$ cat src/rtl/full_adder.sv
// One-bit full adder: the shared arithmetic cell of the bit-serial datapath.
module full_adder (
    input  logic i_a,
    input  logic i_b,
    input  logic i_c,
    output logic o_sum,
    output logic o_carry
);

    assign o_sum   = i_a ^ i_b ^ i_c;
    assign o_carry = (i_a & i_b) | (i_c & (i_a ^ i_b));

endmodule

$ cat src/rtl/serial_adder.sv
// Bit-serial WIDTH-bit adder: one full_adder consumes one LSB-first bit pair per cycle,
// with a registered carry loop and a valid/ready result port.
module serial_adder #(
    parameter int unsigned WIDTH = 8
) (
    input  logic             clock,
    input  logic             resetn,
    input  logic             in_valid,
    output logic             in_ready,
    input  logic [WIDTH-1:0] a_in,
    input  logic [WIDTH-1:0] b_in,
    input  logic             cin,
    output logic             out_valid,
    input  logic             out_ready,
    output logic [WIDTH-1:0] sum_out,
    output logic             cout,
    output logic             busy
);

    localparam int unsigned CW = $clog2(WIDTH) + 1;

    typedef enum logic [1:0] {
        S_IDLE,
        S_RUN,
        S_DONE
    } state_t;

    state_t           r_state;
    logic [WIDTH-1:0] r_a;
    logic [WIDTH-1:0] r_b;
    logic [WIDTH-1:0] r_res;
    logic             r_carry;
    logic [CW-1:0]    r_cnt;

    logic             w_sum;
    logic             w_carry;
    logic [WIDTH-1:0] w_res_next;

    full_adder u_fa (
        .i_a     (r_a[0]),
        .i_b     (r_b[0]),
        .i_c     (r_carry),
        .o_sum   (w_sum),
        .o_carry (w_carry)
    );

    // New sum bit enters at the MSB so the LSB-first stream lands in place after WIDTH shifts.
    assign w_res_next = (r_res >> 1) | (WIDTH'(w_sum) << (WIDTH - 1));

    always_ff @(posedge clock) begin
        if (!resetn) begin
            r_state   <= S_IDLE;
            r_a       <= '0;
            r_b       <= '0;
            r_res     <= '0;
            r_carry   <= 1'b0;
            r_cnt     <= '0;
            in_ready  <= 1'b1;
            out_valid <= 1'b0;
            busy      <= 1'b0;
            sum_out   <= '0;
            cout      <= 1'b0;
        end else begin
            case (r_state)
                S_IDLE: begin
                    if (in_valid) begin
                        r_a      <= a_in;
                        r_b      <= b_in;
                        r_carry  <= cin;
                        r_cnt    <= '0;
                        r_state  <= S_RUN;
                        in_ready <= 1'b0;
                        busy     <= 1'b1;
                    end
                end
                S_RUN: begin
                    r_res   <= w_res_next;
                    r_carry <= w_carry;
                    r_a     <= r_a >> 1;
                    r_b     <= r_b >> 1;
                    r_cnt   <= r_cnt + CW'(1);
                    // Last bit: publish the completed word and final carry straight to the outputs.
                    if (r_cnt == CW'(WIDTH - 1)) begin
                        r_state   <= S_DONE;
                        busy      <= 1'b0;
                        out_valid <= 1'b1;
                        sum_out   <= w_res_next;
                        cout      <= w_carry;
                    end
                end
                S_DONE: begin
                    if (out_ready) begin
                        r_state   <= S_IDLE;
                        out_valid <= 1'b0;
                        in_ready  <= 1'b1;
                    end
                end
                default: begin
                    r_state   <= S_IDLE;
                    out_valid <= 1'b0;
                    in_ready  <= 1'b1;
                    busy      <= 1'b0;
                end
            endcase
        end
    end

endmodule

$ cat config.mk
export PLATFORM = sky130hd
export DESIGN_NAME = serial_adder
export DESIGN_NICKNAME = d
export VERILOG_FILES = /design/src/rtl/full_adder.sv /design/src/rtl/serial_adder.sv
export SDC_FILE = /design/constraint.sdc
export NUM_CORES = 1
export LEC_CHECK = 0
export CELL_PAD_IN_SITES_DETAIL_PLACEMENT = 0
export CELL_PAD_IN_SITES_GLOBAL_PLACEMENT = 1
export CORE_MARGIN = 5
export CORE_UTILIZATION = 24
export DETAILED_ROUTE_END_ITERATION = 6
export GPL_TIMING_DRIVEN = 0
export PLACE_DENSITY_LB_ADDON = 0.1
export SETUP_SLACK_MARGIN = 0.4
export SYNTH_ARGS = -nofsm -noshare
export SYNTH_HDL_FRONTEND = slang
export SYNTH_SLANG_ARGS = --single-unit
$ cat constraint.sdc
create_clock -name clock -period 2.2 [get_ports clock]
set_input_delay 0.44 -clock clock [delete_from_list [all_inputs] [get_ports clock]]
set_output_delay 0.44 -clock clock [all_outputs]
set_load 0.01 [all_outputs]
==> metrics.txt, run 1 <==
Nets around 260; Relative slew margins 0.614; largest net degree at the start of global routing 15; post-route ant nets 0; synth cell count leaders dfxtp_1 (42), nand2_1 (35), a21oi_1 (28); Synth async-reset ratio 0; Setup TNS Final 0 ns; Post-synth EDFFs 0; first-pass GRT wire length 7.65 mm; CTS sink count 42; Slowest cell on crit path clkdlybuf4s50_1; final worst path period share 0.755; die area roughly 8900 um^2; post-layout utilization of the core 0.332; CTS-repair resized insts 0; IO Port Bufs 31; Syn Inst Count 200; CTS Buffer Depth 2; # diodes 0; distinct cell type count after synthesis 32; power per cell area between 700 and 800 nW/um^2; Required @ worst endpoint around 1.8 ns; Initial Utilization 0.250; non-filler instance count after layout ~340; vias 1506; CP Class reg -> out; Max Cap Viol 0; RSZ-0062 raised after global routing no; HPWL Detailed 3.31 mm; num rows 30; Tmin final approximately 1.7 ns; vias in the first global route 1463; Synth area leaders dfxtp_1 (49%), a21oi_1 (8.2%), nand2_1 (7.7%); Clock Pin Slew Worst Setup and Hold Paths around 0.090 ns; 1st-pass router iterations 6; Die Y 94.5 um; die span in x 94.5 um; Synth Cell Area about 1700 um^2; syn nets about 220; Max Transition Viols Final 0; GRT Total Usage 0.110; Worst Path Buf+Inv 1; post-DR wirelength/cell ~14 um; yosys warns 0; TritonCTS clock tree built; outcome finished, final reports clean; Post-CTS Hold Fix Bufs 0; max frequency between 600 and 700 MHz; post-synth top area cell dfxtp_1; Hold WS ~0.46 ns; GRT overflow 0; CTS HTree Levels 2; Placed Instances 327; drt total wl roughly 4.7 mm; Synth Flop Type dfxtp_1; number of buffers created by CTS 5; Yosys reg bits 42; VDD IR max ~270 uV; final hold viol count 0; cell family with most CP delay buffers and inverters; worst path cell trace clkdlybuf4s50_1; later-pin clock latency in the skew report approximately 0.30 ns; DRC 0; initial antenna violation count 0; GP Congestion around 0.67; Area growth syn-to-layout 33.1%; final setup vio count 0; Clock Skews between 0.009 and 0.01 ns; mean area per synthesized cell 8.58 um^2; Pleak around 0.79 nW; drt via density between 4 and 5; worst path arrival time between 1 and 1.5 ns; initial DRC count 70; Yosys top cell area share 0.490; worst slew pin tran slightly below 0.6 ns; CTS root buf clkbuf_8; Hold Path Class reg -> reg; IO Count 33; sequential share of the synthesized area 0.490; Worst Setup End Kind output pin; CP Max Fanout 3; layout cell share with drive strength beyond 1 0.0795; count leader, synth dfxtp_1; core footprint about 6900 um^2; Fill cells about 740; Startpoint Class flop; buffer count from post-CTS setup fixing 0; CP max stage delay around 0.55 ns
report_power, final:
group / internal [mW] / switching, mW
Clock: 0.455 / 0.280
Sequential: 0.797 / 0.0234
Combinational: 0.0888 / 0.101
Total: 1.34 / 0.404
metal layers:
metal | vias up | wire length (um) | track usage
met4 | 0 | 46 | 0.0361
li1 | 778 | - | -
met2 | 29 | 2020 | 0.157
met1 | 695 | 2430 | 0.161
met3 | 4 | 182 | 0.0263
met5 | - | 0 | 0
worst paths after layout:
kind	start	to	slack (ns)	cells after the start
max	in_ready	in_ready	0.54	1
min	sum_out[3]	sum_out[3]	0.46	2
max reg2reg	r_state[0]	r_a[0]	0.73	5
min reg2reg	sum_out[3]	sum_out[3]	0.46	2
state kept, by name (all words and copies together) (netlist names), 2 cells and up:
signal / cells
r_res: 7
r_state: 2
r_cnt: 4
r_b: 8
sum_out: 8
r_a: 8
cells in the final DEF, fill, tap and decap left out, drive strengths merged:
master / Yosys / routed
dfxtp: 42 / 42
nand2: 35 / 35
clkdlybuf4s50: 0 / 31
a21oi: 28 / 28
o21ai: 17 / 17
nor2: 14 / 14
clkbuf: 6 / 11
mux2i: 9 / 9
o2bb2ai: 9 / 9
buf: 8 / 8
o22ai: 6 / 6
a22oi: 3 / 3
a211oi: 2 / 2
inv: 2 / 2
nand2b: 2 / 2
nor3: 2 / 2
nand3: 2 / 2
bufinv: 0 / 2
clkinv: 1 / 2
and3b: 1 / 1
nor2b: 1 / 1
and2: 1 / 1
o21bai: 1 / 1
o21ba: 1 / 1
or3b: 1 / 1
nor3b: 1 / 1
o211a: 1 / 1
or3: 1 / 1
a31oi: 1 / 1
fa: 1 / 1
ha: 1 / 1
stage by stage:
step	setup slack, ns	area (um^2)	total power [mW]
floorplan	0.869	1720	0.943
global placement	0.303	2150	1.03
detailed placement	0.300	2150	1.03
CTS	0.522	2280	1.77
global route	0.487	2280	1.83
finish	0.539	2280	1.75
cell type report:
type                    instances  area (um^2)  share of cell area
repair buffers                 31          310               0.136
clock inverters                 3         68.8              0.0301
clock buffers                   5         68.8              0.0301
well taps                      96          120              0.0526
multi-input cells             141          798               0.350
flip-flops and latches         42          841               0.368
plain buffers                  14         65.1              0.0285
inverters                       3         11.3             0.00493
cells by family after synthesis:
| logic type | after synthesis | share of synthesized area |
|---|---|---|
| flip-flops | 42 | 0.490 |
| AO/OA/AOI/OAI | 69 | 0.241 |
| buffers and inverters | 17 | 0.0445 |
| adder cells (fa/ha/maj) | 2 | 0.0190 |
| multiplexers | 9 | 0.0525 |
| AND/OR/NAND/NOR | 61 | 0.153 |
No activity file was read; power rests on OpenSTA's default activity.
==> inputs of run 2 (changes only) <==
Clock period 2.2 ns to 1.5 ns, I/O delays scaled along.
==> run 2 against run 1 <==
  * Sequential power up 49%
  * Sequential cell count unchanged
  * Critical path depth up 3
  * First-iteration DRC count up 5.7%
  * Die area unchanged
  * Clock skew down 0.0027 ns
  * Sequential share of layout area down 6.4 points
  * Via count up 8.4%
  * Largest cell class is now multi-input combinational cells
  * Largest power group unchanged
==> metrics.txt, run 2 (synthesis results as in run 1) <==
CTS Buffer Depth 2 (unchanged); GRT Total Usage 0.116 (+0.00546); vias 1632 (+8.4%); max frequency slightly below 800 MHz; worst path arrival time 1.50 ns (+0.28 ns); IO Count 33 (unchanged); final setup vio count 0 (unchanged); DRC 0 (unchanged); Required @ worst endpoint 1.72 ns (-0.04 ns); TritonCTS clock tree built; CTS sink count 42 (unchanged); VDD IR max 416 uV (+53%); # diodes 0 (unchanged); Critical Path Source r_cnt[0]; CP Class reg -> reg; final worst path period share 0.851; GRT overflow 0 (unchanged); worst slew pin tran 0.671 ns (+0.0915 ns); outcome finished, final reports clean; final hold viol count 0 (unchanged); pre-CTS setup slack -0.259 ns (-0.560 ns); later-pin clock latency in the skew report 0.29 ns (about the same); core footprint 6870 um^2 (unchanged); 1st-pass router iterations 4 (-2); Largest regs r_a: 8 flops, r_b: 8 flops, sum_out: 8 flops; R2R Path Start r_cnt[0]; GP Congestion 0.665 (-0.72%); drt total wl 5.05 mm (+8.0%); number of buffers created by CTS 5 (unchanged); RSZ-0062 raised after global routing yes; setup ws final 0.223 ns (-0.316 ns); initial DRC count 74 (+5.7%); Setup TNS Final 0 ns (unchanged); largest net degree at the start of global routing 14 (-1); drt via density 4.53 (+0.84%); hold depth 3 (+1); Clock Skews 0.00706 ns (-0.00269 ns); post-route ant nets 0 (unchanged); Hold Path Class in -> reg; layout cell share with drive strength beyond 1 0.481 (+0.402); die area 8940 um^2 (unchanged); Area growth syn-to-layout 65.5%; Post-DP Area 2180 um^2 (+1.8%); Clock Pin Slew Worst Setup and Hold Paths 0.08 ns (about the same); post-DR wirelength/cell 14.0 um (+0.47%); post-layout utilization of the core 0.413 (+0.0809); initial antenna violation count 0 (unchanged); CTS root buf clkbuf_8; Startpoint Class flop; Nets 286 (+9.6%); CTS HTree Levels 2 (unchanged); vias in the first global route 1553 (+6.2%); IO Port Bufs 31 (unchanged); hold path start resetn; num rows 30 (unchanged); fin area 2840 um^2 (+24%); Max Cap Viol 0 (unchanged); R2R depth 4 (-1); HPWL Detailed 3.28 mm (-0.71%); Initial Utilization 0.250 (unchanged); most frequent cells in the layout nand2_1 (30), dfxtp_1 (27), a21oi_1 (18), clkdlybuf4s50_1 (18), o21ai_2 (15); Worst Setup End Kind flop; Pleak 1.10 nW (+38%); Die Y 94.5 um (unchanged); Tmin final about 1.3 ns; power per cell area 907 nW/um^2 (+19%); Max Transition Viols Final 0 (unchanged); die span in x 94.5 um (unchanged); Relative slew margins 0.553 (-0.0610); first-pass GRT wire length 8.08 mm (+5.6%); most common cell after layout, fill and taps aside nand2_1; CP Max Fanout 3 (unchanged)
-- run 2: area by class of cell --
class | instances | area, um^2
buffer | 14 | 133
clock buffer | 6 | 72.6
clock inverter | 2 | 37.5
fill | 719 | 4030
inverter | 3 | 18.8
multi-input combinational | 141 | 1090
sequential | 42 | 865
tap | 96 | 120
timing repair buffer | 56 | 503
-- run 2: worst max-delay path, stage by stage (launching register included) --
cell and delay [ns]:
dfxtp_4 0.37, ha_4 0.15, and3b_2 0.21, or3b_4 0.37
a21oi_2 0.11
-- run 2: worst paths after layout --
path	to	slack, ns
min	sum_out[3]	0.34
max reg2reg	busy	0.22
min reg2reg	cout	0.46
max	busy	0.22
-- run 2: report_power, final --
part,total [mW],leakage (nW),internal [mW],switching (mW)
clock network,0.895,0.0514,0.497,0.398
registers,1.22,0.350,1.17,0.0478
logic,0.462,0.694,0.249,0.213
-- run 2: through the flow --
step           cells  total power [mW]  hold WS (ns)
5_1_grt          360              2.70         0.347
6_report         360              2.58         0.337
3_5_place_dp     327              1.53         0.447
3_3_place_gp     327              1.53         0.444
2_1_floorplan    200              1.40         0.437
4_1_cts          351              2.50         0.332
-- run 2: per-layer routing --
metal  wire length, um  up-vias  global-route usage
met1              2420      774               0.162
met3               255        4              0.0327
li1                  -      826                   -
met2              2340       28               0.173
met5                 0        -                   0
met4                38        0              0.0325
-- run 2: timing repair --
action                     4_1_cts  5_1_grt
pin swaps                        4       19
buffers inserted                13        8
gates cloned                     3        1
hold buffers                     0        0
setup endpoints to repair       54       44
resized for setup               91       70
